## src/rtl/vga_pattern_gen_if.sv

```systemverilog
// Pin bundle between the VGA pattern generator and the board connector.
// The generator drives sync, colour and frame_tick, and reads the pattern request.
interface vga_pattern_gen_if #(
  parameter int COLOR_W = 4
);
  logic [2:0]         mode;
  logic               horizSyncOut;
  logic               vertSyncOut;
  logic [COLOR_W-1:0] VGA_R;
  logic [COLOR_W-1:0] VGA_G;
  logic [COLOR_W-1:0] VGA_B;
  logic               frame_tick;

  modport master (
    input  mode,
    output horizSyncOut, vertSyncOut, VGA_R, VGA_G, VGA_B, frame_tick
  );

  modport slave (
    output mode,
    input  horizSyncOut, vertSyncOut, VGA_R, VGA_G, VGA_B, frame_tick
  );
endinterface

```

## src/rtl/vga_pattern_gen.sv

```systemverilog
// Parametrised VGA timing and test-pattern generator with a phase-accumulator pixel strobe.
// Pattern selection is latched only at frame boundaries so a frame never mixes two patterns.
module vga_pattern_gen #(
  parameter int          H_ACTIVE   = 640,
  parameter int          H_FP       = 16,
  parameter int          H_SYNC     = 96,
  parameter int          H_BP       = 48,
  parameter int          V_ACTIVE   = 480,
  parameter int          V_FP       = 10,
  parameter int          V_SYNC     = 2,
  parameter int          V_BP       = 33,
  parameter int          COLOR_W    = 4,
  parameter logic [15:0] STROBE_INC = 16'h4000,
  parameter int          BOX_SIZE   = 32
) (
  input logic         CLK100MHZ,
  input logic         reset,
  vga_pattern_gen_if.master vga
);

  localparam int H_TOT = H_ACTIVE + H_FP + H_SYNC + H_BP;
  localparam int V_TOT = V_ACTIVE + V_FP + V_SYNC + V_BP;
  localparam int HW    = $clog2(H_TOT);
  localparam int VW    = $clog2(V_TOT);
  localparam int BAR_W = H_ACTIVE / 8;
  localparam logic [COLOR_W-1:0] FULL = '1;

  logic [15:0]        acc_q, acc_d;
  logic               strobe;
  logic [HW-1:0]      h_cnt_q, h_cnt_d;
  logic [VW-1:0]      v_cnt_q, v_cnt_d;
  logic [2:0]         act_mode_q, act_mode_d;
  logic [7:0]         frame_cnt_q, frame_cnt_d;
  logic [HW-1:0]      box_x_q, box_x_d, next_x;
  logic [VW-1:0]      box_y_q, box_y_d, next_y;
  logic               dir_x_q, dir_x_d, dir_y_q, dir_y_d;
  logic               hsync_q, hsync_d, vsync_q, vsync_d;
  logic [COLOR_W-1:0] r_q, r_d, g_q, g_d, b_q, b_d;
  logic               frame_tick_q, frame_tick_d;
  logic               fb;

  logic [COLOR_W-1:0] pix_r, pix_g, pix_b;
  logic               hsync_n, vsync_n;
  logic [2:0]         bar;
  int                 h, v, bx, by;

  // Colour-bar sequence: white, yellow, cyan, green, magenta, red, blue, black as {R,G,B}.
  function automatic logic [2:0] bar_mask(input int x);
    case (x / BAR_W)
      0:       bar_mask = 3'b111;
      1:       bar_mask = 3'b110;
      2:       bar_mask = 3'b011;
      3:       bar_mask = 3'b010;
      4:       bar_mask = 3'b101;
      5:       bar_mask = 3'b100;
      6:       bar_mask = 3'b001;
      default: bar_mask = 3'b000;
    endcase
  endfunction

  always_comb begin
    {strobe, acc_d} = {1'b0, acc_q} + {1'b0, STROBE_INC};
  end

  // Pixel value and sync levels for the current, not-yet-advanced counter position.
  always_comb begin
    h       = int'(h_cnt_q);
    v       = int'(v_cnt_q);
    bx      = int'(box_x_q);
    by      = int'(box_y_q);
    pix_r   = '0;
    pix_g   = '0;
    pix_b   = '0;
    bar     = 3'b000;
    hsync_n = !((h >= H_ACTIVE + H_FP) && (h < H_ACTIVE + H_FP + H_SYNC));
    vsync_n = !((v >= V_ACTIVE + V_FP) && (v < V_ACTIVE + V_FP + V_SYNC));
    if ((h < H_ACTIVE) && (v < V_ACTIVE)) begin
      case (act_mode_q)
        3'd1: pix_r = FULL;
        3'd2: bar = bar_mask(h);
        3'd3: begin
          if ((((h ^ v) >> 5) & 1) == 1) bar = 3'b111;
        end
        3'd4: begin
          pix_r = COLOR_W'((h << COLOR_W) / H_ACTIVE);
          pix_g = COLOR_W'((h << COLOR_W) / H_ACTIVE);
          pix_b = COLOR_W'((h << COLOR_W) / H_ACTIVE);
        end
        3'd5: bar = bar_mask((h + int'(frame_cnt_q)) % H_ACTIVE);
        3'd6: begin
          if ((h >= bx) && (h < bx + BOX_SIZE) && (v >= by) && (v < by + BOX_SIZE))
            pix_g = FULL;
          else
            pix_b = FULL;
        end
        3'd7: begin
          if ((h == 0) || (h == H_ACTIVE - 1) || (v == 0) || (v == V_ACTIVE - 1))
            bar = 3'b111;
        end
        default: bar = 3'b000;
      endcase
      if (bar[2]) pix_r = FULL;
      if (bar[1]) pix_g = FULL;
      if (bar[0]) pix_b = FULL;
    end
  end

  // Counter advance, output pipeline and once-per-frame updates (mode latch, scroll, box).
  always_comb begin
    h_cnt_d      = h_cnt_q;
    v_cnt_d      = v_cnt_q;
    act_mode_d   = act_mode_q;
    frame_cnt_d  = frame_cnt_q;
    box_x_d      = box_x_q;
    box_y_d      = box_y_q;
    dir_x_d      = dir_x_q;
    dir_y_d      = dir_y_q;
    hsync_d      = hsync_q;
    vsync_d      = vsync_q;
    r_d          = r_q;
    g_d          = g_q;
    b_d          = b_q;
    frame_tick_d = 1'b0;
    next_x       = dir_x_q ? box_x_q + 1'b1 : box_x_q - 1'b1;
    next_y       = dir_y_q ? box_y_q + 1'b1 : box_y_q - 1'b1;
    fb           = strobe && (h == H_TOT - 1) && (v == V_TOT - 1);

    if (strobe) begin
      hsync_d = hsync_n;
      vsync_d = vsync_n;
      r_d     = pix_r;
      g_d     = pix_g;
      b_d     = pix_b;
      if (h == H_TOT - 1) begin
        h_cnt_d = '0;
        v_cnt_d = (v == V_TOT - 1) ? '0 : v_cnt_q + 1'b1;
      end else begin
        h_cnt_d = h_cnt_q + 1'b1;
      end
    end

    if (fb) begin
      act_mode_d   = vga.mode;
      frame_cnt_d  = frame_cnt_q + 8'd1;
      frame_tick_d = 1'b1;
      box_x_d      = next_x;
      box_y_d      = next_y;
      if ((next_x == '0) || (int'(next_x) == H_ACTIVE - BOX_SIZE)) dir_x_d = !dir_x_q;
      if ((next_y == '0) || (int'(next_y) == V_ACTIVE - BOX_SIZE)) dir_y_d = !dir_y_q;
    end
  end

  always_ff @(posedge CLK100MHZ) begin
    if (reset) begin
      acc_q        <= '0;
      h_cnt_q      <= '0;
      v_cnt_q      <= '0;
      act_mode_q   <= 3'd0;
      frame_cnt_q  <= 8'd0;
      box_x_q      <= '0;
      box_y_q      <= '0;
      dir_x_q      <= 1'b1;
      dir_y_q      <= 1'b1;
      hsync_q      <= 1'b1;
      vsync_q      <= 1'b1;
      r_q          <= '0;
      g_q          <= '0;
      b_q          <= '0;
      frame_tick_q <= 1'b0;
    end else begin
      acc_q        <= acc_d;
      h_cnt_q      <= h_cnt_d;
      v_cnt_q      <= v_cnt_d;
      act_mode_q   <= act_mode_d;
      frame_cnt_q  <= frame_cnt_d;
      box_x_q      <= box_x_d;
      box_y_q      <= box_y_d;
      dir_x_q      <= dir_x_d;
      dir_y_q      <= dir_y_d;
      hsync_q      <= hsync_d;
      vsync_q      <= vsync_d;
      r_q          <= r_d;
      g_q          <= g_d;
      b_q          <= b_d;
      frame_tick_q <= frame_tick_d;
    end
  end

  assign vga.horizSyncOut = hsync_q;
  assign vga.vertSyncOut  = vsync_q;
  assign vga.VGA_R        = r_q;
  assign vga.VGA_G        = g_q;
  assign vga.VGA_B        = b_q;
  assign vga.frame_tick   = frame_tick_q;

endmodule

```

## src/flat_wrapper.sv

```systemverilog
// flat-port wrapper written by rule: the top's interface ports become plain ports
module vga_pattern_gen_flat 
#(
  parameter int          H_ACTIVE   = 640,
  parameter int          H_FP       = 16,
  parameter int          H_SYNC     = 96,
  parameter int          H_BP       = 48,
  parameter int          V_ACTIVE   = 480,
  parameter int          V_FP       = 10,
  parameter int          V_SYNC     = 2,
  parameter int          V_BP       = 33,
  parameter int          COLOR_W    = 4,
  parameter logic [15:0] STROBE_INC = 16'h4000,
  parameter int          BOX_SIZE   = 32
)
  (CLK100MHZ, reset, vga_mode, vga_horizSyncOut, vga_vertSyncOut, vga_VGA_R, vga_VGA_G, vga_VGA_B, vga_frame_tick);
  vga_pattern_gen_if #(.COLOR_W(COLOR_W)) vga_i ();
  input logic CLK100MHZ;
  input logic reset;
  input wire logic [$bits(vga_i.mode)-1:0] vga_mode;
  output wire logic [$bits(vga_i.horizSyncOut)-1:0] vga_horizSyncOut;
  output wire logic [$bits(vga_i.vertSyncOut)-1:0] vga_vertSyncOut;
  output wire logic [$bits(vga_i.VGA_R)-1:0] vga_VGA_R;
  output wire logic [$bits(vga_i.VGA_G)-1:0] vga_VGA_G;
  output wire logic [$bits(vga_i.VGA_B)-1:0] vga_VGA_B;
  output wire logic [$bits(vga_i.frame_tick)-1:0] vga_frame_tick;
  assign vga_i.mode = vga_mode;
  assign vga_horizSyncOut = vga_i.horizSyncOut;
  assign vga_vertSyncOut = vga_i.vertSyncOut;
  assign vga_VGA_R = vga_i.VGA_R;
  assign vga_VGA_G = vga_i.VGA_G;
  assign vga_VGA_B = vga_i.VGA_B;
  assign vga_frame_tick = vga_i.frame_tick;
  vga_pattern_gen #(.H_ACTIVE(H_ACTIVE), .H_FP(H_FP), .H_SYNC(H_SYNC), .H_BP(H_BP), .V_ACTIVE(V_ACTIVE), .V_FP(V_FP), .V_SYNC(V_SYNC), .V_BP(V_BP), .COLOR_W(COLOR_W), .STROBE_INC(STROBE_INC), .BOX_SIZE(BOX_SIZE)) u_core (.CLK100MHZ(CLK100MHZ), .reset(reset), .vga(vga_i));
endmodule
```

## config.mk

```make
export PLATFORM = sky130hd
export DESIGN_NAME = vga_pattern_gen_flat
export DESIGN_NICKNAME = d
export VERILOG_FILES = /design/src/rtl/vga_pattern_gen_if.sv /design/src/rtl/vga_pattern_gen.sv /design/src/flat_wrapper.sv
export SDC_FILE = /design/constraint.sdc
export NUM_CORES = 1
export LEC_CHECK = 0
export ABC_CLOCK_PERIOD_IN_PS = 10350
export CAP_MARGIN = 20
export CORE_UTILIZATION = 60
export DETAILED_ROUTE_END_ITERATION = 10
export GPL_TIMING_DRIVEN = 0
export PLACE_DENSITY = 0.78
export SETUP_SLACK_MARGIN = 0.2
export SLEW_MARGIN = 20
export SYNTH_ARGS = -nofsm -noshare
export SYNTH_HDL_FRONTEND = slang
export SYNTH_SLANG_ARGS = --single-unit
```

## constraint.sdc

```tcl
create_clock -name CLK100MHZ -period 10.35 [get_ports CLK100MHZ]
set_clock_uncertainty 0.15 [all_clocks]
set_input_delay 3.105 -clock CLK100MHZ [delete_from_list [all_inputs] [get_ports CLK100MHZ]]
set_output_delay 3.105 -clock CLK100MHZ [all_outputs]
set_load 0.02 [all_outputs]
```

==> flow_summary.json <==
{
  "numCtsBuffers": 9,
  "synth_cell_types": 77,
  "critical_path.max_stage_delay_ns": 0.58,
  "ff2ff_path_depth": 19,
  "syn-mean-instance-area_sq_um": 7.73,
  "crit_buf_inv": 2,
  "rsz0062_at_grt": "false",
  "cts_buffer_depth": 2,
  "ir_worst_vdd_mv": 0.0760,
  "critPathTopFamily": "compound AO/OA/AOI/OAI gates",
  "nFillCells": 800,
  "startpoint": "u_core.h_cnt_q[5]$_SDFFE_PP0P_",
  "status": "completed",
  "final.setup.tns_ns": 0,
  "grt_pass1_vias": 5428,
  "grt_pass1_wl_mm": 25.1,
  "crit_end": "u_core.vga.VGA_R[0]$_SDFFE_PP0P_",
  "clk_latency_ns": 0.37,
  "ys_ff_latch": 70,
  "syn2layout_area_growth_pct": 9.31,
  "finalCritPeriodShare": 0.524,
  "htreeDepth": 3,
  "syn_area_sq_mm": 0.00593,
  "multiInputGateArea_sq_mm": 0.00421,
  "drive_gt1_frac": 0.0424,
  "end_kind": "register",
  "wl_per_cell_microns": 16.3,
  "required_ns": 10.50,
  "grt_usage": 0.309,
  "synth_ff_type": "dfxtp_1",
  "clockRootBuffer": "clkbuf_8",
  "critPathSlowestCell": "dfxtp_1",
  "ctsHoldBuffers": 0,
  "dp_slack_ns": 5.11,
  "viasPerCell": 6.21,
  "layout.nets": 871,
  "drtPass1Iterations": 5,
  "period_needed_ns": 5.43,
  "synth.net_count": 841,
  "tritoncts": "built",
  "finalWirelength_mm": 15.2,
  "crit_arrival_ns": 5.58,
  "crit_chain": "ha_1, buf_2, and3_4, a221o_1, or2_0, buf_6, o32a_1, and2_1, ha_1, nor2b_1, nor4_1, o2111ai_1, xnor2_1, a21oi_1, or3_4, maj3_2, a211oi_2, o31ai_1, a21oi_1",
  "gr-total-overflow": 0,
  "ff_latch_area_sq_mm": 0.00140,
  "netlist_instances": 767,
  "grt_max_degree": 17,
  "clk_pin_slew_worst_paths_ns": 0.10,
  "drv_cap": 0,
  "ys_async_sr_fraction": 0,
  "criticalPathCategory": "register to register",
  "ys_seq_area_frac": 0.236,
  "final_max_slew_viol_count": 0,
  "cp.depth": 19,
  "finalSetupViolations": 0,
  "max_freq_mhz": 184,
  "reg2reg_slack_ns": 4.92,
  "cts_resized": 0,
  "hpwl_mm": 11.6,
  "power.leakage_nw": 2.59,
  "gp_congestion": 0.900,
  "start_util": 0.630,
  "cts_setup_buffers": 0,
  "vias": 5785,
  "synth_edf_count": 0,
  "reg2reg_from": "u_core.h_cnt_q[5]$_SDFFE_PP0P_",
  "rows": 35,
  "finalWorstSetupSlack_ns": 4.92,
  "cp-start-kind": "register",
  "antenna_found_initial": 0,
  "io_pins": 20,
  "portBuffers": 19,
  "hold_viol_final": 0,
  "num_antenna_cells": 0,
  "r2r_end": "u_core.vga.VGA_R[0]$_SDFFE_PP0P_",
  "yosys_warnings": 0,
  "drc": 0,
  "power_density_mw_per_mm2": 78.8,
  "ant_nets": 0,
  "die_area_sq_mm": 0.0103,
  "cp_max_fo": 9,
  "hp-class": "register to register",
  "slew_headroom": 0.444,
  "core_area_sq_mm": 0.00942,
  "cts_sinks": 70,
  "die_w_microns": 101,
  "die_h_microns": 101,
  "tightest_slew_ns": 0.827,
  "dr.first_iter.drc_count": 329
}
[synth_stat cells, drive strengths merged (4+ instances only)]
cell type   n  area share
a21oi      67       0.057
and2        6      0.0063
xnor2      35       0.052
a211oi     14       0.019
xor2       22       0.032
o21bai     11       0.014
nor4        9       0.012
nor2       79       0.050
and3       16       0.019
clkbuf     26       0.016
nand2      68       0.043
nand2b      8      0.0084
a21o       13       0.016
or2         4      0.0042
dfxtp      70        0.24
a311o       4      0.0068
buf         6      0.0055
nand3      22       0.019
o21a        6      0.0076
a211o       6      0.0089
nor3       12       0.010
ha         66        0.14
o21ai      32       0.027
nand4      17       0.018
o31ai       7      0.0089
a31oi       9      0.0095
nor3b       5      0.0063
inv        49       0.031
nor2b      10       0.011
or3         8      0.0093
[worst register-to-register path: stages (launching register included)]
cell	delay [ns]
dfxtp_1	0.58
ha_1	0.31
buf_2	0.17
and3_4	0.19
a221o_1	0.35
or2_0	0.24
buf_6	0.15
o32a_1	0.36
and2_1	0.16
ha_1	0.30
nor2b_1	0.14
nor4_1	0.24
o2111ai_1	0.24
xnor2_1	0.22
a21oi_1	0.09
or3_4	0.39
maj3_2	0.32
a211oi_2	0.46
o31ai_1	0.16
a21oi_1	0.16
[cells by family (layout without fill, tap and decap cells)]
kind of cell	Yosys count	in the layout	share of synthesized area
DFF	70	70	0.236
muxes	5	5	0.00886
adders and majority gates	72	72	0.155
and+or+nand+nor	274	274	0.230
buffers and inverters	82	117	0.0536
AOI/OAI and AO/OA	207	207	0.233
xor gates and xnor gates	57	57	0.0842
[flip-flops by register name, summed over array words and instances, names as in the netlist]
register / cells
u_core.vga.vertSyncOut: 1
u_core.vga.VGA_G: 4
u_core.v_cnt_q: 10
u_core.dir_y_q: 1
u_core.box_y_q: 10
u_core.act_mode_q: 3
u_core.vga.VGA_B: 4
u_core.vga.frame_tick: 1
u_core.frame_cnt_q: 8
u_core.vga.horizSyncOut: 1
u_core.acc_q: 2
u_core.dir_x_q: 1
u_core.h_cnt_q: 10
u_core.vga.VGA_R: 4
u_core.box_x_q: 10
[routing by layer]
layer | vias to the layer above | wire (microns) | GRT usage
li1 | 2818 | - | -
met1 | 2737 | 6790 | 0.403
met2 | 194 | 7160 | 0.518
met3 | 36 | 875 | 0.0442
met4 | 0 | 355 | 0.118
met5 | - | 0 | 0
[where the power goes]
group	switching [mW]	internal, mW	total [mW]	leakage, nW
registers	0.000903	0.270	0.271	0.564
logic	0.0103	0.00544	0.0157	1.93
clock network	0.128	0.0960	0.224	0.103
total	0.139	0.372	0.511	2.59
[placed cells by master (no fill, tap or decap), types with 9 or more instances in the layout]
master / instances
nand3_1: 22
a21oi_1: 67
nand4_1: 17
clkdlybuf4s50_1: 19
a211oi_1: 13
nor2b_1: 10
clkbuf_8: 9
a31oi_1: 9
xnor2_1: 35
nor3_1: 12
clkbuf_1: 26
a21o_1: 13
o21bai_1: 11
and3_1: 14
dfxtp_1: 70
inv_1: 49
xor2_1: 22
ha_1: 66
nor2_1: 79
nand2_1: 68
o21ai_0: 32
[how the worst min path moves through the flow]
stage / end / startpoint / cells after the start
3_3_place_gp: u_core.acc_q[14]$_SDFF_PP0_ / u_core.acc_q[14]$_SDFF_PP0_ / 1
6_report: u_core.acc_q[14]$_SDFF_PP0_ / u_core.acc_q[14]$_SDFF_PP0_ / 1
2_1_floorplan: u_core.acc_q[14]$_SDFF_PP0_ / u_core.acc_q[14]$_SDFF_PP0_ / 1
4_1_cts: u_core.acc_q[14]$_SDFF_PP0_ / u_core.acc_q[14]$_SDFF_PP0_ / 1
5_1_grt: u_core.acc_q[14]$_SDFF_PP0_ / u_core.acc_q[14]$_SDFF_PP0_ / 1
3_5_place_dp: u_core.acc_q[14]$_SDFF_PP0_ / u_core.acc_q[14]$_SDFF_PP0_ / 1
[through the flow]
| step | std cells | util | instance area [sq um] | hold slack [ns] | total power, mW |
|---|---|---|---|---|---|
| 3_3_place_gp | 915 | 0.667 | 6280 | 0.260 | 0.292 |
| 5_1_grt | 931 | 0.688 | 6480 | 0.301 | 0.525 |
| 2_1_floorplan | 767 | - | 5930 | 0.249 | 0.287 |
| 3_5_place_dp | 915 | 0.667 | 6280 | 0.271 | 0.293 |
| 4_1_cts | 931 | 0.688 | 6480 | 0.285 | 0.513 |
| 6_report | 931 | 0.688 | 6480 | 0.283 | 0.511 |
[cell type report]
| type | instances | area share |
|---|---|---|
| multi-input combinational | 615 | 0.650 |
| sequential | 70 | 0.216 |
| timing repair buffer | 19 | 0.0293 |
| inverter | 50 | 0.0290 |
| tap | 129 | 0.0249 |
| buffer | 32 | 0.0201 |
| clock buffer | 9 | 0.0191 |
| clock inverter | 7 | 0.0118 |
Note: power is estimated with default switching activity, not from simulation.
